<file path="src/rtl/seven_seg_scan_driver.sv">
// Time-multiplexed common-anode seven-segment driver with double-buffered glyphs and per-slot dead time.
// Optional per-digit blinking is compiled in when SEG_BLINK_EN is defined.
module seven_seg_scan_driver #(
    parameter int NUM_DIGITS   = 4,
    parameter int REFRESH_DIV  = 100000,
    parameter int BLANK_CYCLES = 1000,
    parameter int BLINK_FRAMES = 250
) (
    input  logic                      clk_in,
    input  logic                      reset,
    input  logic [NUM_DIGITS*5-1:0]   digits_in,
    input  logic [NUM_DIGITS-1:0]     dp_in,
    input  logic                      load,
`ifdef SEG_BLINK_EN
    input  logic [NUM_DIGITS-1:0]     blink_mask,
`endif
    output logic [NUM_DIGITS-1:0]     an,
    output logic [6:0]                seg,
    output logic                      dp,
    output logic                      frame_done
);

    localparam int DIV_W = $clog2(REFRESH_DIV);
    localparam int IDX_W = (NUM_DIGITS > 1) ? $clog2(NUM_DIGITS) : 1;
    localparam logic [NUM_DIGITS-1:0] ONE_HOT0 = NUM_DIGITS'(1);
    localparam logic [NUM_DIGITS*5-1:0] ALL_BLANK = {NUM_DIGITS{5'd18}};

    logic [DIV_W-1:0]        div_cnt;
    logic [IDX_W-1:0]        scan_idx;
    logic                    pending;
    logic [NUM_DIGITS*5-1:0] shadow_codes;
    logic [NUM_DIGITS*5-1:0] active_codes;
    logic [NUM_DIGITS-1:0]   shadow_dp;
    logic [NUM_DIGITS-1:0]   active_dp;
    logic                    slot_end;
    logic                    frame_end;
    logic                    in_dead_time;
    logic [4:0]              cur_code;
    logic                    blink_off;

    function automatic logic [6:0] decode(input logic [4:0] code);
        case (code)
            5'd0:    decode = 7'b1000000;
            5'd1:    decode = 7'b1111001;
            5'd2:    decode = 7'b0100100;
            5'd3:    decode = 7'b0110000;
            5'd4:    decode = 7'b0011001;
            5'd5:    decode = 7'b0010010;
            5'd6:    decode = 7'b0000010;
            5'd7:    decode = 7'b1111000;
            5'd8:    decode = 7'b0000000;
            5'd9:    decode = 7'b0010000;
            5'd10:   decode = 7'b1001001;
            5'd11:   decode = 7'b0001000;
            5'd12:   decode = 7'b0000011;
            5'd13:   decode = 7'b1000110;
            5'd14:   decode = 7'b0100001;
            5'd15:   decode = 7'b0000110;
            5'd16:   decode = 7'b0001110;
            5'd17:   decode = 7'b1000010;
            default: decode = 7'b1111111;
        endcase
    endfunction

    assign slot_end     = (div_cnt == DIV_W'(REFRESH_DIV - 1));
    assign frame_end    = slot_end && (scan_idx == IDX_W'(NUM_DIGITS - 1));
    assign in_dead_time = (div_cnt < DIV_W'(BLANK_CYCLES));
    assign cur_code     = active_codes[5*scan_idx +: 5];

`ifdef SEG_BLINK_EN
    localparam int FC_W = (BLINK_FRAMES > 1) ? $clog2(BLINK_FRAMES) : 1;

    logic [NUM_DIGITS-1:0] shadow_blink;
    logic [NUM_DIGITS-1:0] active_blink;
    logic [FC_W-1:0]       frame_cnt;
    logic                  blink_phase;

    always_ff @(posedge clk_in) begin
        if (reset) begin
            shadow_blink <= '0;
            active_blink <= '0;
            frame_cnt    <= '0;
            blink_phase  <= 1'b0;
        end else begin
            if (load)
                shadow_blink <= blink_mask;
            if (frame_end && pending)
                active_blink <= shadow_blink;
            if (frame_done) begin
                if (frame_cnt == FC_W'(BLINK_FRAMES - 1)) begin
                    frame_cnt   <= '0;
                    blink_phase <= ~blink_phase;
                end else begin
                    frame_cnt <= frame_cnt + 1'b1;
                end
            end
        end
    end

    assign blink_off = blink_phase && active_blink[scan_idx];
`else
    assign blink_off = 1'b0;
`endif

    always_ff @(posedge clk_in) begin
        if (reset) begin
            div_cnt      <= '0;
            scan_idx     <= '0;
            pending      <= 1'b0;
            shadow_codes <= ALL_BLANK;
            active_codes <= ALL_BLANK;
            shadow_dp    <= '0;
            active_dp    <= '0;
            an           <= '1;
            seg          <= 7'h7F;
            dp           <= 1'b1;
            frame_done   <= 1'b0;
        end else begin
            div_cnt <= slot_end ? '0 : div_cnt + 1'b1;
            if (slot_end)
                scan_idx <= (scan_idx == IDX_W'(NUM_DIGITS - 1)) ? '0 : scan_idx + 1'b1;
            frame_done <= frame_end;

            if (load) begin
                shadow_codes <= digits_in;
                shadow_dp    <= dp_in;
            end

            // A load landing on the wrap cycle stays pending for the next frame.
            if (frame_end) begin
                if (pending) begin
                    active_codes <= shadow_codes;
                    active_dp    <= shadow_dp;
                end
                pending <= load;
            end else if (load) begin
                pending <= 1'b1;
            end

            if (in_dead_time) begin
                an  <= '1;
                seg <= 7'h7F;
                dp  <= 1'b1;
            end else begin
                an  <= ~(ONE_HOT0 << scan_idx);
                seg <= blink_off ? 7'h7F : decode(cur_code);
                dp  <= blink_off ? 1'b1 : ~active_dp[scan_idx];
            end
        end
    end

endmodule

</file>
<file path="config.mk">
export PLATFORM = sky130hd
export DESIGN_NAME = seven_seg_scan_driver
export DESIGN_NICKNAME = d
export VERILOG_FILES = /design/src/rtl/seven_seg_scan_driver.sv
export SDC_FILE = /design/constraint.sdc
export NUM_CORES = 1
export LEC_CHECK = 0
export ABC_AREA = 1
export CAP_MARGIN = 20
export CORE_MARGIN = 2
export CORE_UTILIZATION = 45
export DETAILED_ROUTE_END_ITERATION = 10
export PLACE_DENSITY = 0.74
export SYNTH_ARGS = -nofsm -noshare
export SYNTH_HDL_FRONTEND = slang
export SYNTH_SLANG_ARGS = --single-unit
</file>
<file path="constraint.sdc">
create_clock -name clk_in -period 4.6 [get_ports clk_in]
set_input_delay 0.46 -clock clk_in [delete_from_list [all_inputs] [get_ports clk_in]]
set_output_delay 0.46 -clock clk_in [all_outputs]
set_load 0.02 [all_outputs]
</file>
; Word-level counts from Yosys, hierarchy flattened
; Memory sizes are Yosys's and may differ from the RTL's. A register that Yosys moved wholly into a read port is not among the register bits.
; Cells that the tools add are included.
; Widths: inputs -> output; s select.
[word_totals]
n_memories = 1
word_cells = 32
latch_bits = 0
input_bits = 27
ramBits = 0
romBits = 224
register_bits = 74
output_inout_bits = 13
[classes]
n_mux = 5
bitwise = 2
order_cmp = 2
n_reduce_logical = 5
n_eq_ne = 2
n_addsub = 2
multipliers = 1
n_shift = 2
n_div = 0
[memory_table]
columns = memory, words, word_bits, read_ports, rd_clocked_by_memory_dff, write_ports, line
row1 = (no name shown), 32, 7, 1, 1, 0, 42  ; case (code)
[ops]
columns = cell, n
row1 = $shiftx 20x6->5, 1
row2 = $add 17x1->17 const B, 1
row3 = $eq 17x17->1 const B, 1
row4 = $lt 17x10->1 const B, 1
row5 = $mul 3x2->5 const A, 1
row6 = $not 4->4, 1
row7 = $reduce_or 2->1, 2
row8 = $shl 1x2->4 const A, 1
row9 = $lt 2x3->1 const B, 1
row10 = $mux 1, 3
row11 = $add 2x1->2 const B, 1
row12 = $bmux 1 s2, 1
row13 = $eq 2x2->1 const B, 1
row14 = $mux 2, 1
row15 = $reduce_and 2->1, 1
row16 = $reduce_bool 2->1, 1
row17 = $logic_and 1x1->1, 1
row18 = $not 1->1, 1

; Depth between registers and ports, before layout
; Gate-level depths: netlist (run 1).
[depth]
ltp_word = 3
mapped_depth = 14
depth_no_buf = 12

; Worst setup path before layout (run 1)
; OpenSTA, ideal clock, no wires.
[synth_path]
path_type = register to register
from = reg scan_idx[0]
to = reg seg[3]
t_required_ps = 4483
stages_incl_launch_ff = 15
period_less_slack_ps = 1684
path_slack_ps = 2916
t_arrival_ps = 1567
setup_time_ps = 117
path_buffers = 2
cell_sequence = dfxtp_1 buf_6 inv_2 buf_6 nand2_1 nand3_1 nand2_1 inv_1 ha_1 inv_1 nand2_1 nand3_1 o21ai_0 nand2_1 nand2_1
[synth_between]
elab_chain_len = 2
[synth_rtl]
columns = element, line
row1 = "start, declared", 29  ; logic [IDX_W-1:0] scan_idx;
row2 = "start signal, assigned", 121  ; scan_idx <= (scan_idx == IDX_W'(NUM_DIGITS - 1)) ? '0 : scan_idx + 1'b1;
row3 = $mul 3x2->5, 68  ; assign cur_code = active_codes[5*scan_idx +: 5];
row4 = $shiftx 20x6->5, 68
row5 = "end, declared", 18  ; output logic [6:0] seg,
; No other way between the ends.
; A chain may end at the register's enable or synchronous reset.

; Worst setup path after layout (run 1)
; Same ends and word-level chain as after synthesis.

==> results.cfg, run 1 <==
[sta]
fin_skew_ns = 0.008644
rsz0062_at_grt = false
slew_headroom_pct = 48.35
setup_tns_ns = 0
setup_viol = 0
worst_pin_slew_ns = 0.7723
max_clock_freq_mhz = 418.8
layout_min_cycle_time_ns = 2.388
min_period_over_period_pct = 51.91
hold_viol = 0
slew_violations = 0

[cts]
cts_sinks = 81
clk_pin_slew_worst_paths_ns = 0.08
clk_latency_ns = 0.35
cts_root_buffer = clkbuf_8
cts_tree = done
post-cts-setup-buffers = 0
cts_buffer_depth = 2
h-tree-depth = 3
numCtsBuffers = 9
postCtsResizedCells = 0
ctsHoldBuffers = 0

[final_layout]
instances_no_fill = 657
fillers = 771
syn_to_final_growth_pct = 15.21
fin_nets = 590
antennaDiodeCount = 0
utilization_pct = 54.25
register_area_um2 = 1622
drive_above_1_share_pct = 4.505
multi_input_comb_area_um2 = 1743

[routing]
maxUsedRoutingLayer = met4
wl_mm = 7.231
drc_errors = 0
wl_met1_mm = 3.567
drt_iter0_drc = 101
wl_per_cell_um = 11.01
wl_met3_um = 298
wl_met2_mm = 3.243
vias_per_cell = 4.886
first_pass_iters = 4
dr_total_vias = 3210
drtAntennaViolNets = 0

[placement]
dp.final_hpwl_mm = 4.902
gp_congestion = 0.9319
dp_cells = 642
numPortBuffers = 39

[setup_path]
cp_cell_sequence = inv_2, nand2_1, nand3_1, nand2_1, inv_1, ha_1, inv_1, nand2_1, nand3_1, o21ai_0, nand2_1, nand2_1
path_class = flip-flop to flip-flop
critPathMaxFanout = 19
slowest_delay_ns = 0.71
crit_required_ns = 4.84
end_kind = flip-flop
cp-start-kind = flip-flop
cp.arrival_ns = 2.63
worstReg2RegStart = scan_idx[0]$_SDFFE_PP0N_
cp-startpoint = scan_idx[0]$_SDFFE_PP0N_
cpMaxStageDelayCell = dfxtp_1
crit_path_frequent_cell = nand2_1

[die]
coreArea_um2 = 7807
dieArea_um2 = 8908
die_w_um = 94.38
initial_core_util_pct = 47.08
rows = 32
io_pins = 40
die_y_um = 94.38

[synth]
synth_commonest_cells = nand2_1 (139), nor2_1 (105), dfxtp_1 (81), nand3_1 (47), inv_1 (40)
ys_warn_count = 0
async_reset_ff_share_pct = 0
post-synth-top-area-cell = dfxtp_1
synth_edf_count = 0
synth_nets = 562
synth_most_common_cell = nand2_1
netlist.area_leader.share_pct = 44.11
synth-main-ff-cell = dfxtp_1
synth_cell_type_count = 25
ys_seq_area_share_pct = 44.11
synthCells = 523
synth.ff_latch_count = 81
synthTopCellsByArea = dfxtp_1 (44%), nand2_1 (14%), nor2_1 (11%)
syn_area_um2 = 3676
syn_area_per_cell_um2 = 7.029

[power]
powerDensity_nw_per_um2 = 297.2
vdd_drop_max_mv = 0.1955
p_leak_nw = 1.841

[global_routing]
grt_antenna_before_repair = 0
grtUsageTotal_pct = 17.55
grt_pass1_wl_mm = 12.43
grt_max_degree = 53
globalRouteOverflowTotal = 0
grt_pass1_vias = 2855

[status]
status = finished, final reports clean

[hold_path]
hold_path_startpoint = div_cnt[0]$_SDFF_PP0_
hp-class = flip-flop to flip-flop

[flow_run]
cap_violations = 0
==> layer usage <==
| layer | up-vias | track usage [%] |
|---|---|---|
| met4 | 0 | 8.696 |
| li1 | 1698 | - |
| met2 | 66 | 26.61 |
| met3 | 13 | 4.230 |
| met1 | 1433 | 23.39 |
| met5 | - | 0 |
==> layout make-up <==
type                       instances  area share [%]
multi-input combinational        375           41.15
tap                              102           3.013
inverter                          44           3.900
sequential                        81           38.29
timing repair buffer              40           9.394
clock inverter                     4          0.6795
clock buffer                      11           3.575
==> power breakdown <==
part,internal (mW),total [mW],switching (mW)
Clock,0.222,0.470,0.248
Sequential,0.718,0.729,0.0110
Combinational,0.0305,0.0592,0.0287
==> critical path, delay by kind of cell (launching register included) <==
| kind | cells | cell delay, ns |
|---|---|---|
| buffers and inverters | 3 | 0.52 |
| AO/OA/AOI/OAI | 1 | 0.10 |
| AND/OR/NAND/NOR | 7 | 0.73 |
| adder cells (fa/ha/maj) | 1 | 0.22 |
| flip-flops | 1 | 0.71 |
==> through the flow <==
step	hold WS, ns	setup WS, ns	power [mW]	cell area [um^2]
global placement	0.4258	2.299	0.8034	4055
CTS	0.4575	2.234	1.274	4235
global route	0.4696	1.901	1.314	4235
detailed placement	0.4455	2.250	0.8043	4055
finish	0.4516	2.212	1.259	4235
floorplan	0.4175	2.916	0.7741	3676
==> cells by family (layout without fill, tap and decap cells) <==
logic type	Yosys count	after routing	synth area share [%]
buffers and inverters	67	99	8.475
AO/OA/AOI/OAI	37	37	5.242
AND/OR/NAND/NOR	318	318	36.18
flip-flops	81	81	44.11
adder cells (fa/ha/maj)	12	12	4.084
XOR/XNOR	8	8	1.906
==> layout by cell type, fill, tap and decap left out, types with 3 or more instances in the layout <==
| cell type | instances |
|---|---|
| a21oi_1 | 9 |
| clkbuf_8 | 11 |
| clkdlybuf4s50_1 | 39 |
| dfxtp_1 | 81 |
| ha_1 | 12 |
| inv_1 | 40 |
| inv_2 | 3 |
| nand2_1 | 139 |
| nand3_1 | 47 |
| nand4_1 | 11 |
| nor2_1 | 105 |
| nor3_1 | 8 |
| o21ai_0 | 26 |
| xor2_1 | 6 |
==> sequential cells by signal, indices dropped and copies added (netlist names) <==
name,flops
scan_idx,2
shadow_dp,4
div_cnt,17
active_codes,20
shadow_codes,20
pending,1
an,4
dp,1
seg,7
active_dp,4
frame_done,1
==> path summary, 6_finish.rpt <==
check / cells after the start / end / slack (ns)
hold / removal: 1 / div_cnt[0]$_SDFF_PP0_ / 0.45
setup reg to reg: 12 / seg[3]$_SDFF_PP1_ / 2.21
setup / recovery: 12 / seg[3]$_SDFF_PP1_ / 2.21
hold reg to reg: 1 / div_cnt[0]$_SDFF_PP0_ / 0.45
Power figures use the tool's default switching activity.
==> inputs of run 2 (changes only) <==
Clock period 4.6 ns to 2.25 ns, I/O delays scaled along.
==> run 2 against run 1 <==
Against the previous run:
- sequential cell count unchanged
- critical endpoint unchanged
- die area is the same
- first-iteration DRC count is 47% higher
- worst hold slack got worse by 0.0064 ns
- register-to-register slack got worse by 1.8 ns
- critical path type unchanged
- cell count increased by 0.91%
- critical path depth stayed put
==> results.cfg, run 2 (same netlist as run 1, synthesis figures left out) <==
[status]
status = finished, final reports clean

[final_layout]
mostFrequentLayoutCells = nand2_1 (139), nor2_1 (105), dfxtp_1 (81)
syn_to_final_growth_pct = 18.11
top_regs = active_codes (20), shadow_codes (20), div_cnt (17)
instances_no_fill = 663
antennaDiodeCount = 0
register_area_um2 = 1622
utilization_pct = 55.61
fillers = 760
fin_nets = 596
drive_above_1_share_pct = 5.526
final_common_cell = nand2_1
multi_input_comb_area_um2 = 1743

[cts]
clk_latency_ns = 0.35
numCtsBuffers = 9
post-cts-setup-buffers = 0
h-tree-depth = 3
cts_buffer_depth = 2
cts_root_buffer = clkbuf_8
clk_pin_slew_worst_paths_ns = 0.08
cts_tree = done
cts_sinks = 81
ctsHoldBuffers = 0
postCtsResizedCells = 0

[power]
vdd_drop_max_mv = 0.4081
powerDensity_nw_per_um2 = 665.2
p_leak_nw = 1.907

[sta]
setup_tns_ns = 0
max_clock_freq_mhz = 539.8
slew_violations = 0
rsz0062_at_grt = false
layout_setup_ws_ns = 0.3975
setup_viol = 0
hold_viol = 0
layout_min_cycle_time_ns = 1.852
fin_skew_ns = 0.01029
slew_headroom_pct = 71.20
worst_pin_slew_ns = 0.4320
hold_ws_ns = 0.4452
min_period_over_period_pct = 82.33

[die]
initial_core_util_pct = 47.08
die_w_um = 94.38
rows = 32
coreArea_um2 = 7807
dieArea_um2 = 8908
die_y_um = 94.38
io_pins = 40

[placement]
place_ws_ns = 0.4284
numPortBuffers = 39
dp_cells = 648
gp_congestion = 0.8775
dp.final_hpwl_mm = 5.066

[routing]
dr_total_vias = 3262
drtAntennaViolNets = 0
drt_iter0_drc = 148
first_pass_iters = 5
wl_met1_mm = 3.605
wl_mm = 7.330
wl_per_cell_um = 11.06
wl_met3_um = 385
drc_errors = 0
wl_met2_mm = 3.262
vias_per_cell = 4.920
maxUsedRoutingLayer = met4

[global_routing]
grt_antenna_before_repair = 0
grtUsageTotal_pct = 17.83
grt_max_degree = 49
globalRouteOverflowTotal = 0
grt_pass1_vias = 3006
grt_pass1_wl_mm = 12.84

[setup_path]
path_class = flip-flop to flip-flop
cpMaxStageDelayCell = dfxtp_1
crit_path_frequent_cell = nand2_1
crit_required_ns = 2.49
cp-start-kind = flip-flop
critPathMaxFanout = 15
end_kind = flip-flop
slowest_delay_ns = 0.36
cp.arrival_ns = 2.09
cp_cell_sequence = buf_4, nand2_1, nand3_1, nand2_1, inv_1, ha_1, inv_1, nand2_1, nand3_1, o21ai_0, nand2_1, nand2_1

[flow_run]
cap_violations = 0

[hold_path]
hp-class = input port to flip-flop
run 2: worst paths after layout:
check / start / to / slack [ns] / depth (start not counted)
max: scan_idx[0]$_SDFFE_PP0N_ / seg[3]$_SDFF_PP1_ / 0.40 / 12
min: digits_in[11] / shadow_codes[11]$_SDFFE_PP1P_ / 0.45 / 3
max reg2reg: scan_idx[0]$_SDFFE_PP0N_ / seg[3]$_SDFF_PP1_ / 0.40 / 12
min reg2reg: div_cnt[0]$_SDFF_PP0_ / div_cnt[0]$_SDFF_PP0_ / 0.45 / 1
run 2: power breakdown:
part | leakage (nW) | switching [mW] | internal (mW)
logic | 1.12 | 0.0583 | 0.0633
clock network | 0.122 | 0.516 | 0.762
registers | 0.661 | 0.0207 | 1.47
run 2: critical path: cells and delay by family, from the launching register on:
family | cells | cell delay [ns]
compound gates | 1 | 0.09
fa+ha+maj | 1 | 0.22
buf+inv | 3 | 0.42
flops | 1 | 0.36
simple gates | 7 | 0.65
run 2: cell type report:
type                    instances  area share [%]
repair buffers                 46           10.20
inverters                      44           3.804
multi-input cells             375           40.14
well taps                     102           2.939
clock inverters                 5           2.392
flip-flops and latches         81           37.35
clock buffers                  10           3.170
run 2: through the flow:
step	power, mW	instance area [um^2]
global route	2.997	4342
floorplan	1.583	3676
detailed placement	1.645	4100
global placement	1.642	4100
finish	2.888	4342
CTS	2.918	4342
run 2: metal layers:
layer,GRT usage (%),up-vias
li1,-,1710
met3,4.150,8
met2,28.39,91
met4,6.763,0
met1,23.57,1453
met5,0,-
==> inputs of run 3 (changes only) <==
Clock period 2.25 ns to 1.79 ns, I/O delays scaled along.
==> run 3 against run 2 <==
Against the previous run:
- non-clock buffer count up 13
- die area unchanged
- wire length up 4.3%
- setup slack worse by 0.27 ns
- final area up 2.3%
==> results.cfg, run 3 (same netlist as run 1, synthesis figures left out) <==
[cts]
clk_pin_slew_worst_paths_ns = 0.09
numCtsBuffers = 9
cts_buffer_depth = 2
ctsHoldBuffers = 0
h-tree-depth = 3
cts_tree = done
clk_latency_ns = 0.36
cts_root_buffer = clkbuf_8
cts_sinks = 81

[final_layout]
final_common_cell = nand2_1
top_regs = active_codes (20), shadow_codes (20), div_cnt (17)
design_area_um2 = 4443
syn_to_final_growth_pct = 20.86
antennaDiodeCount = 0
fillers = 732
fin_nets = 609
drive_above_1_share_pct = 9.043
utilization_pct = 56.91
mostFrequentLayoutCells = nand2_1 (137), nor2_1 (104), dfxtp_1 (80)

[die]
coreArea_um2 = 7807
dieArea_um2 = 8908
rows = 32
io_pins = 40
initial_core_util_pct = 47.08
die_w_um = 94.38
die_y_um = 94.38

[routing]
vias_per_cell = 4.931
first_pass_iters = 5
dr_total_vias = 3338
wl_per_cell_um = 11.30
drc_errors = 0
drt_iter0_drc = 129
drtAntennaViolNets = 0
wl_mm = 7.647

[setup_path]
path_class = flip-flop to flip-flop
cp_cell_sequence = ha_1, nand2_1, nor2_4, nand3_2, nor2_4, nand3_4, clkbuf_16, nor2_1, nor2_1
cp.arrival_ns = 1.91
cp-start-kind = flip-flop
end_kind = flip-flop
crit_required_ns = 2.04
cpMaxStageDelayCell = dfxtp_1
critPathMaxFanout = 20
slowest_delay_ns = 0.37
r2r_cells = 9

[placement]
placed_area_um2 = 4163
place_ws_ns = 0.006768
numPortBuffers = 39
dp.final_hpwl_mm = 5.367
gp_congestion = 0.9094

[flow_run]
cap_violations = 0

[hold_path]
hp-class = input port to flip-flop
hold_depth = 3

[sta]
slew_violations = 0
slew_headroom_pct = 71.59
fin_skew_ns = 0.01600
rsz0062_at_grt = true
hold_viol = 0
min_period_over_period_pct = 92.84
max_clock_freq_mhz = 601.8
setup_viol = 0
setup_tns_ns = 0
worst_pin_slew_ns = 0.4261
layout_min_cycle_time_ns = 1.662
layout_setup_ws_ns = 0.1282

[status]
status = finished, final reports clean

[power]
powerDensity_nw_per_um2 = 732.5
p_leak_nw = 1.953
vdd_drop_max_mv = 0.3613

[global_routing]
globalRouteOverflowTotal = 0
grtUsageTotal_pct = 18.11
grt_pass1_wl_mm = 12.95
grt_antenna_before_repair = 0
grt_pass1_vias = 3056
grt_max_degree = 49
## run 3: power by group
| group | switching, mW | leakage, nW | internal, mW |
|---|---|---|---|
| clock network | 0.676 | 0.0875 | 0.551 |
| registers | 0.0273 | 0.661 | 1.84 |
| logic | 0.0750 | 1.20 | 0.0813 |
## run 3: repair_timing
action	CTS	global route
hold endpoints to repair	0	0
endpoints found under the setup margin	1	8
buffers inserted	0	7
pin swaps	0	3
resized for setup	1	10
cloned	0	1
## run 3: worst paths after layout
kind	from	end	slack [ns]
setup / recovery	div_cnt[0]$_SDFF_PP0_	active_codes[12]$_SDFFE_PP0P_	0.13
hold / removal	digits_in[11]	shadow_codes[11]$_SDFFE_PP1P_	0.39
setup reg to reg	div_cnt[0]$_SDFF_PP0_	active_codes[12]$_SDFFE_PP0P_	0.13
hold reg to reg	active_codes[4]$_SDFFE_PP1P_	active_codes[4]$_SDFFE_PP1P_	0.46
## run 3: area by class of cell
class | count | area [um^2] | share of cell area [%]
clock inverter | 5 | 40.04 | 0.9012
tap | 102 | 127.6 | 2.872
sequential | 81 | 1625 | 36.58
inverter | 44 | 167.7 | 3.774
clock buffer | 11 | 141.4 | 3.182
timing repair buffer | 59 | 583.1 | 13.12
multi-input combinational | 375 | 1758 | 39.57
## run 3: through the flow
| stage | hold WS, ns | cells | total power [mW] |
|---|---|---|---|
| after detailed placement | 0.4452 | 653 | 2.072 |
| after floorplan | 0.2481 | 523 | 1.989 |
| after global placement | 0.4294 | 653 | 2.064 |
| after global routing | 0.3927 | 677 | 3.394 |
| final | 0.3871 | 677 | 3.255 |
| after CTS | 0.3770 | 669 | 3.293 |
## run 3: per-layer routing
layer  vias to the layer above  GRT usage [%]  part of all wire, %
met3                        13          4.789                  4.7
met5                         -              0                    0
met4                         0          7.609                  1.7
li1                       1740              -                    -
met2                        91          30.00                   47
met1                      1494          22.32                   47
## run 3: worst max-delay path: cells and delay by family, from the launching register on
kind / cells / cell delay [ns]
adders and majority gates: 1 / 0.17
buffers and inverters: 1 / 0.22
DFF: 1 / 0.37
and+or+nand+nor: 7 / 0.79
